$ cat src/rtl/ci_initiator_if.sv
// ci_initiator_if: host command/response and shared CI bus signals for one initiator.
interface ci_initiator_if #(
    parameter int CNT_W = 16
);
    logic             req_valid;
    logic             req_ready;
    logic [7:0]       req_ci_n;
    logic [31:0]      req_value_a;
    logic [31:0]      req_value_b;
    logic             ci_start;
    logic [7:0]       ci_n;
    logic [31:0]      ci_value_a;
    logic [31:0]      ci_value_b;
    logic             ci_done;
    logic [31:0]      ci_result;
    logic             rsp_valid;
    logic             rsp_ready;
    logic [31:0]      rsp_result;
    logic             rsp_timeout;
    logic [CNT_W-1:0] rsp_cycles;
    logic             busy;

    modport master (
        input  req_valid, req_ci_n, req_value_a, req_value_b, ci_done, ci_result, rsp_ready,
        output req_ready, ci_start, ci_n, ci_value_a, ci_value_b,
               rsp_valid, rsp_result, rsp_timeout, rsp_cycles, busy
    );
    modport slave (
        output req_valid, req_ci_n, req_value_a, req_value_b, ci_done, ci_result, rsp_ready,
        input  req_ready, ci_start, ci_n, ci_value_a, ci_value_b,
               rsp_valid, rsp_result, rsp_timeout, rsp_cycles, busy
    );
endinterface

$ cat src/rtl/ci_initiator.sv
// ci_initiator: issues one custom-instruction transaction at a time and reports result, latency and timeout.
module ci_initiator #(
    parameter int TIMEOUT = 255,
    parameter int CNT_W   = 16
) (
    input  logic              clock,
    input  logic              reset,
    ci_initiator_if.master    bus
);
    typedef enum logic [1:0] {IDLE, ISSUE, WAIT, RESP} state_t;

    state_t           state_q, state_d;
    logic [7:0]       ci_n_q, ci_n_d;
    logic [31:0]      a_q, a_d, b_q, b_d;
    logic [CNT_W-1:0] lat_q, lat_d;
    logic [31:0]      result_q, result_d;
    logic             timeout_q, timeout_d;
    logic [CNT_W-1:0] cycles_q, cycles_d;

    always_ff @(posedge clock or posedge reset) begin
        if (reset) begin
            state_q   <= IDLE;
            ci_n_q    <= '0;
            a_q       <= '0;
            b_q       <= '0;
            lat_q     <= '0;
            result_q  <= '0;
            timeout_q <= 1'b0;
            cycles_q  <= '0;
        end else begin
            state_q   <= state_d;
            ci_n_q    <= ci_n_d;
            a_q       <= a_d;
            b_q       <= b_d;
            lat_q     <= lat_d;
            result_q  <= result_d;
            timeout_q <= timeout_d;
            cycles_q  <= cycles_d;
        end
    end

    always_comb begin
        state_d   = state_q;
        ci_n_d    = ci_n_q;
        a_d       = a_q;
        b_d       = b_q;
        lat_d     = lat_q;
        result_d  = result_q;
        timeout_d = timeout_q;
        cycles_d  = cycles_q;
        unique case (state_q)
            IDLE: if (bus.req_valid) begin
                state_d = ISSUE;
                ci_n_d  = bus.req_ci_n;
                a_d     = bus.req_value_a;
                b_d     = bus.req_value_b;
                lat_d   = CNT_W'(1);
            end
            // lat_q is 1 in ISSUE, so one rule covers ISSUE, WAIT and TIMEOUT==1
            ISSUE, WAIT: if (bus.ci_done) begin
                state_d   = RESP;
                result_d  = bus.ci_result;
                timeout_d = 1'b0;
                cycles_d  = lat_q;
            end else if (lat_q == CNT_W'(TIMEOUT)) begin
                state_d   = RESP;
                result_d  = '0;
                timeout_d = 1'b1;
                cycles_d  = lat_q;
            end else begin
                state_d = WAIT;
                lat_d   = lat_q + 1'b1;
            end
            RESP: state_d = bus.rsp_ready ? IDLE : RESP;
            default: state_d = IDLE;
        endcase
    end

    logic on_bus;
    assign on_bus          = (state_q == ISSUE) || (state_q == WAIT);
    assign bus.req_ready   = state_q == IDLE;
    assign bus.busy        = state_q != IDLE;
    assign bus.ci_start    = state_q == ISSUE;
    assign bus.ci_n        = on_bus ? ci_n_q : '0;
    assign bus.ci_value_a  = on_bus ? a_q : '0;
    assign bus.ci_value_b  = on_bus ? b_q : '0;
    assign bus.rsp_valid   = state_q == RESP;
    assign bus.rsp_result  = result_q;
    assign bus.rsp_timeout = timeout_q;
    assign bus.rsp_cycles  = cycles_q;
endmodule

$ cat src/flat_wrapper.sv
// flat-port wrapper written by rule: the top's interface ports become plain ports
module ci_initiator_flat 
#(
    parameter int TIMEOUT = 255,
    parameter int CNT_W   = 16
)
  (clock, reset, bus_req_valid, bus_req_ci_n, bus_req_value_a, bus_req_value_b, bus_ci_done, bus_ci_result, bus_rsp_ready, bus_req_ready, bus_ci_start, bus_ci_n, bus_ci_value_a, bus_ci_value_b, bus_rsp_valid, bus_rsp_result, bus_rsp_timeout, bus_rsp_cycles, bus_busy);
  ci_initiator_if #(.CNT_W(CNT_W)) bus_i ();
  input  logic clock;
  input  logic reset;
  input wire logic [$bits(bus_i.req_valid)-1:0] bus_req_valid;
  input wire logic [$bits(bus_i.req_ci_n)-1:0] bus_req_ci_n;
  input wire logic [$bits(bus_i.req_value_a)-1:0] bus_req_value_a;
  input wire logic [$bits(bus_i.req_value_b)-1:0] bus_req_value_b;
  input wire logic [$bits(bus_i.ci_done)-1:0] bus_ci_done;
  input wire logic [$bits(bus_i.ci_result)-1:0] bus_ci_result;
  input wire logic [$bits(bus_i.rsp_ready)-1:0] bus_rsp_ready;
  output wire logic [$bits(bus_i.req_ready)-1:0] bus_req_ready;
  output wire logic [$bits(bus_i.ci_start)-1:0] bus_ci_start;
  output wire logic [$bits(bus_i.ci_n)-1:0] bus_ci_n;
  output wire logic [$bits(bus_i.ci_value_a)-1:0] bus_ci_value_a;
  output wire logic [$bits(bus_i.ci_value_b)-1:0] bus_ci_value_b;
  output wire logic [$bits(bus_i.rsp_valid)-1:0] bus_rsp_valid;
  output wire logic [$bits(bus_i.rsp_result)-1:0] bus_rsp_result;
  output wire logic [$bits(bus_i.rsp_timeout)-1:0] bus_rsp_timeout;
  output wire logic [$bits(bus_i.rsp_cycles)-1:0] bus_rsp_cycles;
  output wire logic [$bits(bus_i.busy)-1:0] bus_busy;
  assign bus_i.req_valid = bus_req_valid;
  assign bus_i.req_ci_n = bus_req_ci_n;
  assign bus_i.req_value_a = bus_req_value_a;
  assign bus_i.req_value_b = bus_req_value_b;
  assign bus_i.ci_done = bus_ci_done;
  assign bus_i.ci_result = bus_ci_result;
  assign bus_i.rsp_ready = bus_rsp_ready;
  assign bus_req_ready = bus_i.req_ready;
  assign bus_ci_start = bus_i.ci_start;
  assign bus_ci_n = bus_i.ci_n;
  assign bus_ci_value_a = bus_i.ci_value_a;
  assign bus_ci_value_b = bus_i.ci_value_b;
  assign bus_rsp_valid = bus_i.rsp_valid;
  assign bus_rsp_result = bus_i.rsp_result;
  assign bus_rsp_timeout = bus_i.rsp_timeout;
  assign bus_rsp_cycles = bus_i.rsp_cycles;
  assign bus_busy = bus_i.busy;
  ci_initiator #(.TIMEOUT(TIMEOUT), .CNT_W(CNT_W)) u_core (.clock(clock), .reset(reset), .bus(bus_i));
endmodule
$ cat config.mk
export PLATFORM = sky130hd
export DESIGN_NAME = ci_initiator_flat
export DESIGN_NICKNAME = d
export VERILOG_FILES = /design/src/rtl/ci_initiator_if.sv /design/src/rtl/ci_initiator.sv /design/src/flat_wrapper.sv
export SDC_FILE = /design/constraint.sdc
export NUM_CORES = 1
export LEC_CHECK = 0
export ABC_AREA = 1
export CORE_MARGIN = 4
export CORE_UTILIZATION = 41
export CTS_BUF_LIST = sky130_fd_sc_hd__clkbuf_16
export CTS_CLUSTER_DIAMETER = 50
export DETAILED_ROUTE_END_ITERATION = 6
export GPL_TIMING_DRIVEN = 0
export PLACE_DENSITY = 0.77
export REMOVE_ABC_BUFFERS = 1
export SETUP_SLACK_MARGIN = 0.02
export SYNTH_ARGS = -nofsm -noshare
export SYNTH_HDL_FRONTEND = slang
export SYNTH_SLANG_ARGS = --single-unit
$ cat constraint.sdc
create_clock -name clock -period 4.6 [get_ports clock]
set_input_delay 0.92 -clock clock [delete_from_list [all_inputs] [get_ports clock]]
set_output_delay 0.92 -clock clock [all_outputs]
set_load 0.01 [all_outputs]
==> Yosys cells after proc, flatten, opt, wreduce, memory -nomap -nowiden <==
Index checks and enable logic that the tools add are counted.
{ "word_totals": {"mem_bits_rw": 0, "in_bits": 109, "latchBits": 0, "n_memories": 0, "romBits": 0, "wordCells": 43, "register_bits": 139} }
{ "classes": {"n_shift": 0, "eq_ne": 7, "multipliers": 0, "reduce_logical": 9, "bitwise_logic": 0, "div_mod_pow": 0, "mux": 18, "addsub": 1, "magnitude_cmp": 0} }
{ "ops": {"columns": ["cell", "count"], "rows": [
  ["$mux W32", 4],
  ["$mux W16", 5],
  ["$pmux W16 S2", 1],
  ["$add A16 B1 Y16 const B", 1],
  ["$eq A16 B8 Y1 const B", 1],
  ["$mux W8", 1],
  ["$mux W2", 3],
  ["$ne A2 B2 Y1 const B", 3],
  ["$pmux W2 S3", 1],
  ["$reduce_bool A2 Y1", 3],
  ["$eq A2 B2 Y1 const B", 2],
  ["$reduce_and A2 Y1", 2],
  ["$reduce_and A4 Y1", 1],
  ["$mux W1", 3],
  ["$eq A2 B1 Y1 const B", 1],
  ["$logic_not A2 Y1", 1],
  ["$reduce_or A2 Y1", 1],
  ["$logic_or A1 B1 Y1", 1]
]} }

==> Depth between registers and ports, before layout <==
Gate-level depths: netlist of the first run.
{ "depth": {"depth_word": 4, "mapped_depth": 10} }

==> Worst setup path after synthesis of the first run <==
No wires, ideal clock.
{ "synth_path": {"path_kind": "register to output", "from": "register u_core.state_q[0]", "to": "output bus_ci_value_a[21]", "t_required_ns": 3.680, "t_arrival_ns": 1.532, "n_path_buf": 3, "setup_slack_ns": 2.148, "path_stages_with_launch": 8, "cell_sequence": "dfrtp_1 -> inv_1 -> ha_1 -> buf_2 -> clkbuf_1 -> clkbuf_1 -> nand2_1 -> inv_1"} }
{ "synth_between": {"elab_chain_len": 3} }
{ "synth_lines": {"columns": ["item", "line", "source"], "rows": [
  ["start, declared", "ci_initiator.sv:12", "state_t state_q, state_d;"],
  ["start signal, assigned", "ci_initiator.sv:31", "state_q <= state_d;"],
  ["$eq A2 B1 Y1 or $eq A2 B2 Y1 (tied branches)", "ci_initiator.sv:80", "assign on_bus = (state_q == ISSUE) || (state_q == WAIT);"],
  ["$logic_or A1 B1 Y1 (*)", "ci_initiator.sv:80", null],
  ["$mux W32 (*)", "ci_initiator.sv:85", "assign bus.ci_value_a = on_bus ? a_q : '0;"],
  ["end, declared", "flat_wrapper.sv:21", "output wire logic [$bits(bus_i.ci_value_a)-1:0] bus_ci_value_a;"]
]} }
Every way passes the cells marked *; elsewhere a longest branch is shown, timed or not.

==> Worst setup path after layout of the first run <==
{ "layout_path": {"from": "register u_core.state_q[1]", "to": "output bus_ci_value_a[13]"} }
Same word-level chain as after synthesis.

==> results of run 1 <==
==> report_power, final <==
group | leakage, µW | total (µW) | switching, µW | internal (µW)
registers | 0.00171 | 2030 | 266 | 1770
logic | 0.00266 | 3660 | 1750 | 1910
clock network | 0.000280 | 1330 | 538 | 797
total | 0.00465 | 7030 | 2550 | 4480
==> synth_stat cells (all sizes together), types with 5 or more instances <==
| master | count |
|---|---|
| nand3 | 58 |
| nand4 | 7 |
| nand2 | 210 |
| inv | 96 |
| dfrtp | 139 |
| ha | 5 |
| clkbuf | 10 |
| a21oi | 12 |
| nor2 | 35 |
| mux2 | 72 |
| o21ai | 16 |
| buf | 22 |
==> metrics by stage <==
stage,instance area (µm²),hold WS [ns],setup slack [ns],TNS (ns)
2_1_floorplan,6222,0.4772,-0.04452,-6.188
3_3_place_gp,8818,0.4799,-2.188,-358.89
3_5_place_dp,8919,0.4861,1.304,0
4_1_cts,9492,0.4990,1.131,0
5_1_grt,9492,0.5162,1.003,0
6_report,9492,0.4948,1.163,0
==> routing by layer <==
metal | global-route usage | share of wire | wire (µm) | vias up
met2 | 0.3115 | 0.50 | 8062 | 148
met5 | 0 | 0 | 0 | -
met1 | 0.2223 | 0.41 | 6550 | 2464
met4 | 0.06697 | 0.016 | 258 | 0
met3 | 0.07110 | 0.076 | 1219 | 22
li1 | - | - | - | 2605
==> flip-flops by register name, summed over array words and instances, names as in the netlist <==
register                cells
u_core.state_q              2
u_core.bus.rsp_result      32
u_core.lat_q               16
u_core.a_q                 32
u_core.bus.rsp_cycles      16
u_core.ci_n_q               8
u_core.b_q                 32
u_core.bus.rsp_timeout      1
==> worst paths after layout <==
| check | from | endpoint | slack, ns | cells past startpoint |
|---|---|---|---|---|
| worst max-delay path | u_core.state_q[1] | bus_ci_value_a[13] | 1.16 | 6 |
| max in group asynchronous | reset | u_core.bus.rsp_result[11] | 2.88 | 3 |
| worst min-delay path | u_core.bus.rsp_result[9] | u_core.bus.rsp_result[9] | 0.49 | 2 |
| worst min register to register | u_core.bus.rsp_result[9] | u_core.bus.rsp_result[9] | 0.49 | 2 |
| min in group asynchronous | reset | u_core.a_q[7] | 0.90 | 2 |
| worst max register to register | u_core.state_q[1] | u_core.bus.rsp_result[10] | 1.62 | 6 |
==> cells by family (layout without fill, tap and decap cells) <==
| logic type | after synthesis | in the layout |
|---|---|---|
| AOI/OAI and AO/OA | 30 | 30 |
| xor gates and xnor gates | 2 | 2 |
| adders and majority gates | 5 | 5 |
| buffers and inverters | 128 | 363 |
| DFF | 139 | 139 |
| muxes | 72 | 72 |
| and+or+nand+nor | 313 | 313 |
==> worst max-delay path: cells and delay by family, from the launching register on <==
family        cells  cell delay (ns)
simple gates      1             0.12
buf+inv           4             1.01
flops             1             0.37
fa+ha+maj         1             0.56
==> cell type report <==
class	count	area, µm²	share of cell area
clock buffer	17	425.4	0.04482
clock inverter	14	147.6	0.01556
inverter	96	365.4	0.03849
multi-input combinational	422	2404	0.2532
sequential	139	3478	0.3665
tap	211	264.0	0.02781
timing repair buffer	236	2407	0.2536
==> layout by cell type (no fill, tap or decap), types with 4 or more instances in the layout <==
| cell | Yosys | routed |
|---|---|---|
| clkinv_2 | 0 | 4 |
| inv_1 | 94 | 93 |
| nand3_1 | 56 | 56 |
| clkbuf_16 | 0 | 17 |
| a21oi_1 | 8 | 8 |
| a21oi_2 | 4 | 4 |
| mux2_2 | 72 | 72 |
| nand2_1 | 206 | 205 |
| dfrtp_1 | 139 | 139 |
| o21ai_0 | 12 | 12 |
| nor2_1 | 32 | 32 |
| ha_1 | 5 | 4 |
| nand4_1 | 7 | 7 |
| o21ai_1 | 4 | 4 |
| inv_6 | 0 | 4 |
| clkdlybuf4s50_1 | 0 | 233 |
==> impl_metrics.yaml, run 1 <==
route:
  via_count: 5239
  via_per_inst: 4.616
  drt-pass1-iter-count: 6
  wirelength_um: 16090
  drcViolationCount: 0
  wl_per_cell_um: 14.18
  ant_nets: 0
  first_iter_violations: 269
sta:
  hold_viol: 0
  rsz0062_at_grt: "false"
  worst_pin_slew_ns: 0.9837
  fmax_mhz: 291.0
  period_share: 0.7472
  setup_viol_count_final: 0
  clock_skew_ns: 0.009578
  slew_headroom: 0.3435
  slew_viol_final: 0
  layout_min_cycle_time_ns: 3.437
floorplanning:
  coreArea_mm2: 0.01526
  die_x_um: 133.0
  dieArea_mm2: 0.01768
  io-pin-count: 234
  start_util: 0.4196
  die_y_um: 133.0
  num_rows: 45
global_routing:
  grt_pass1_vias: 5312
  grt_max_degree: 93
  antenna_found_initial: 0
  grt_overflow_total: 0
  grt_usage: 0.1874
  grt_pass1_wl_um: 26540
clocking:
  root_buffer: "clkbuf_16"
  htreeDepth: 4
  postCtsSetupBuffers: 0
  clkSinkCount: 139
  cts_tree: "yes"
  hold_buffers: 0
  cts_buffers: 17
  clk_pin_slew_ns: 0.06
  cts_resized: 0
  clock_tree.buffer_depth: 2
  clock_latency_ns: 0.42
power:
  p_leak_uw: 0.004651
  powerDensity_mw_per_mm2: 740.4
  ir_drop_mv: 0.4132
  power_uw: 7028
synth:
  yosysWarnings: 0
  synth.area.top_cells: "dfrtp_1, mux2_2, nand2_1"
  synthAdderAreaFrac: 0.009771
  ys_async_sr_fraction: 1.000
  muxShareOfSynthArea: 0.1266
  synth_ff_type: "dfrtp_1"
  yosysSeqAreaShare: 0.5433
  ys_types: 28
  ys_ff_latch: 139
  synth_cells: 689
  syn_area_per_cell_um2: 9.292
  synth_xor_area_frac: 0.002736
  synth_top_family_by_area: "simple AND/OR/NAND/NOR gates"
  yosys.area_share.simple: 0.2066
  synth_top_cell_by_area: "dfrtp_1"
  netlist_area_mm2: 0.006402
  synth-edff-count: 0
  synth_top_area_share: 0.5433
  synth_compound_area_frac: 0.02658
worst_setup_path:
  endpoint_kind: "output pin"
  cp_max_fo: 51
  path_common_cell: "inv_1"
  crit_type: "reg2out"
  critPathArrivalTime_ns: 2.52
  worst_path_max_delay_cell: "ha_4"
  worstPathRequired_ns: 3.68
  worst_path_largest_cell_delay_ns: 0.56
  path_cells: "inv_1 -> ha_4 -> buf_12 -> nand2_1 -> inv_1 -> clkdlybuf4s50_1"
  worstSetupStartpointType: "flip-flop"
cells_and_area:
  final_util: 0.6221
  antenna_cells: 0
  final_cells: 1135
  fill_cells: 1280
  drive_above_1_share: 0.1364
  finalNetCount: 1026
  syn2layout_area_growth_pct: 48.25
placement:
  gp_congestion: 0.8027
  dp_hpwl_um: 11320
  port_buffers: 233
  place_inst: 1104
run_status:
  status: "finished, final reports clean"
job:
  maxCapViolations: 0
min_path:
  min_path_type: "reg2reg"
Power figures use the tool's default switching activity.
==> inputs of run 2 (changes only) <==
- PLACE_DENSITY: 0.77 -> 0.74
- clock period: 4.6 -> 3.6 ns (I/O delays scaled with it)
==> impl_metrics.yaml, run 2 (synthesized netlist as in run 1, its figures left out) <==
worst_setup_path:
  worstPathRequired_ns: 3.95
  worstSetupStartpointType: "flip-flop"
  critPathArrivalTime_ns: 3.42
  critPathBufInv: 3
  worst_path_max_delay_cell: "inv_1"
  endpoint_kind: "flip-flop"
  path_cells: "inv_1 -> ha_4 -> buf_16 -> nand2_2 -> inv_1 -> nand2_1 -> nand2_1"
  rr_startpoint: "u_core.state_q[1]"
  r2r_end: "u_core.bus.rsp_result[2]"
  cp_top_family: "buffers and inverters"
  rr_worst_depth: 7
  worst_path_largest_cell_delay_ns: 0.98
  crit_type: "reg2reg"
  cp_max_fo: 87
  ff2ff_setup_slack_ns: 0.53
min_path:
  hold_path_depth: 2
  min_path_type: "reg2reg"
  min-delay-start: "u_core.bus.rsp_result[0]"
  min_to: "u_core.bus.rsp_result[0]"
sta:
  worst_pin_slew_ns: 0.9928
  rsz0062_at_grt: "false"
  period_share: 0.8523
  slew_viol_final: 0
  fmax_mhz: 325.9
  setup_viol_count_final: 0
  layout_min_cycle_time_ns: 3.068
  hold_viol: 0
  setup_tns_ns: 0
  fin_ws_ns: 0.5317
  clock_skew_ns: 0.007375
  slew_headroom: 0.3374
power:
  power.internal_uw: 5787
  powerDensity_mw_per_mm2: 954.6
  pwr-share-clk: 0.196
  swShare: 0.3631
  p_leak_uw: 0.004656
  ir_drop_mv: 0.6388
  combPwrFrac: 0.517
  switching_power_uw: 3298
  p_seq_frac: 0.288
clocking:
  postCtsSetupBuffers: 0
  cts_tree: "yes"
  htreeDepth: 4
  cts_resized: 0
  clock_tree.buffer_depth: 2
  cts_buffers: 17
  root_buffer: "clkbuf_16"
  hold_buffers: 0
  clk_pin_slew_ns: 0.06
  clock_latency_ns: 0.42
  clkSinkCount: 139
placement:
  gp_congestion: 0.7921
  dp_hpwl_um: 11450
  port_buffers: 233
  place_inst: 1104
  place_ws_ns: 0.4840
global_routing:
  antenna_found_initial: 0
  grt_max_degree: 89
  grt_overflow_total: 0
  grt_pass1_wl_um: 26550
  grt_pass1_vias: 5195
  grt_usage: 0.1866
floorplanning:
  die_x_um: 133.0
  num_rows: 45
  start_util: 0.4196
  coreArea_mm2: 0.01526
  dieArea_mm2: 0.01768
  die_y_um: 133.0
  io-pin-count: 234
route:
  drt-pass1-iter-count: 4
  wl_per_cell_um: 14.53
  via_per_inst: 4.628
  drcViolationCount: 0
  ant_nets: 0
  via_count: 5257
  first_iter_violations: 318
  wirelength_um: 16500
run_status:
  status: "finished, final reports clean"
cells_and_area:
  finalNetCount: 1026
  syn2layout_area_growth_pct: 48.64
  final_cells: 1136
  final_common_cell: "clkdlybuf4s50_1"
  fill_cells: 1255
  antenna_cells: 0
  layout_common_cells: "clkdlybuf4s50_1, nand2_1, dfrtp_1, inv_1, mux2_2"
  ff_latch_area_mm2: 0.003478
  multi_input_area_mm2: 0.002404
  drive_above_1_share: 0.1351
job:
  maxCapViolations: 0
[run 2: metrics by stage]
step,hold slack [ns],util,total power (µW),instance area (µm²)
global route,0.5178,0.6237,9719,9517
global placement,0.4799,0.5779,6918,8818
detailed placement,0.4859,0.5845,7389,8919
CTS,0.4993,0.6237,9212,9517
finish,0.4960,0.6237,9085,9517
floorplan,0.4772,-,4929,6222
[run 2: how the worst max path moves through the flow]
| stage | from | endpoint | slack (ns) | cells after the start |
|---|---|---|---|---|
| after global routing | u_core.state_q[1] | u_core.bus.rsp_result[17] | 0.22 | 7 |
| after CTS | u_core.state_q[1] | u_core.bus.rsp_result[2] | 0.49 | 7 |
| after global placement | reset | u_core.bus.rsp_cycles[15] | -3.02 | 2 |
| after floorplan | reset | u_core.a_q[0] | -0.84 | 1 |
| after detailed placement | bus_ci_done | u_core.bus.rsp_result[2] | 0.48 | 5 |
| final | u_core.state_q[1] | u_core.bus.rsp_result[2] | 0.53 | 7 |
[run 2: routing by layer]
metal | global-route usage | routed length [µm]
met1 | 0.2186 | 6522
met4 | 0.07044 | 399
met3 | 0.07452 | 1389
met2 | 0.3087 | 8192
met5 | 0 | 0
[run 2: area by class of cell]
class	count	area share
clock buffer	17	0.04470
multi-input combinational	422	0.2526
tap	211	0.02774
clock inverter	15	0.01814
timing repair buffer	236	0.2530
inverter	96	0.03839
sequential	139	0.3655
[run 2: power by group through the flow]
stage               combinational [µW]  sequential [µW]  clock (µW)
global placement                  4330             2590           0
detailed placement                4760             2630           0
floorplan                         2260             2670           0
finish                            4690             2610        1780
global route                      5130             2700        1890
CTS                               4790             2610        1810
[run 2: tightest hold or removal path, delay by kind of cell (launching register included)]
family | cells | cell delay, ns
flip-flops | 1 | 0.34
AND/OR/NAND/NOR | 2 | 0.12
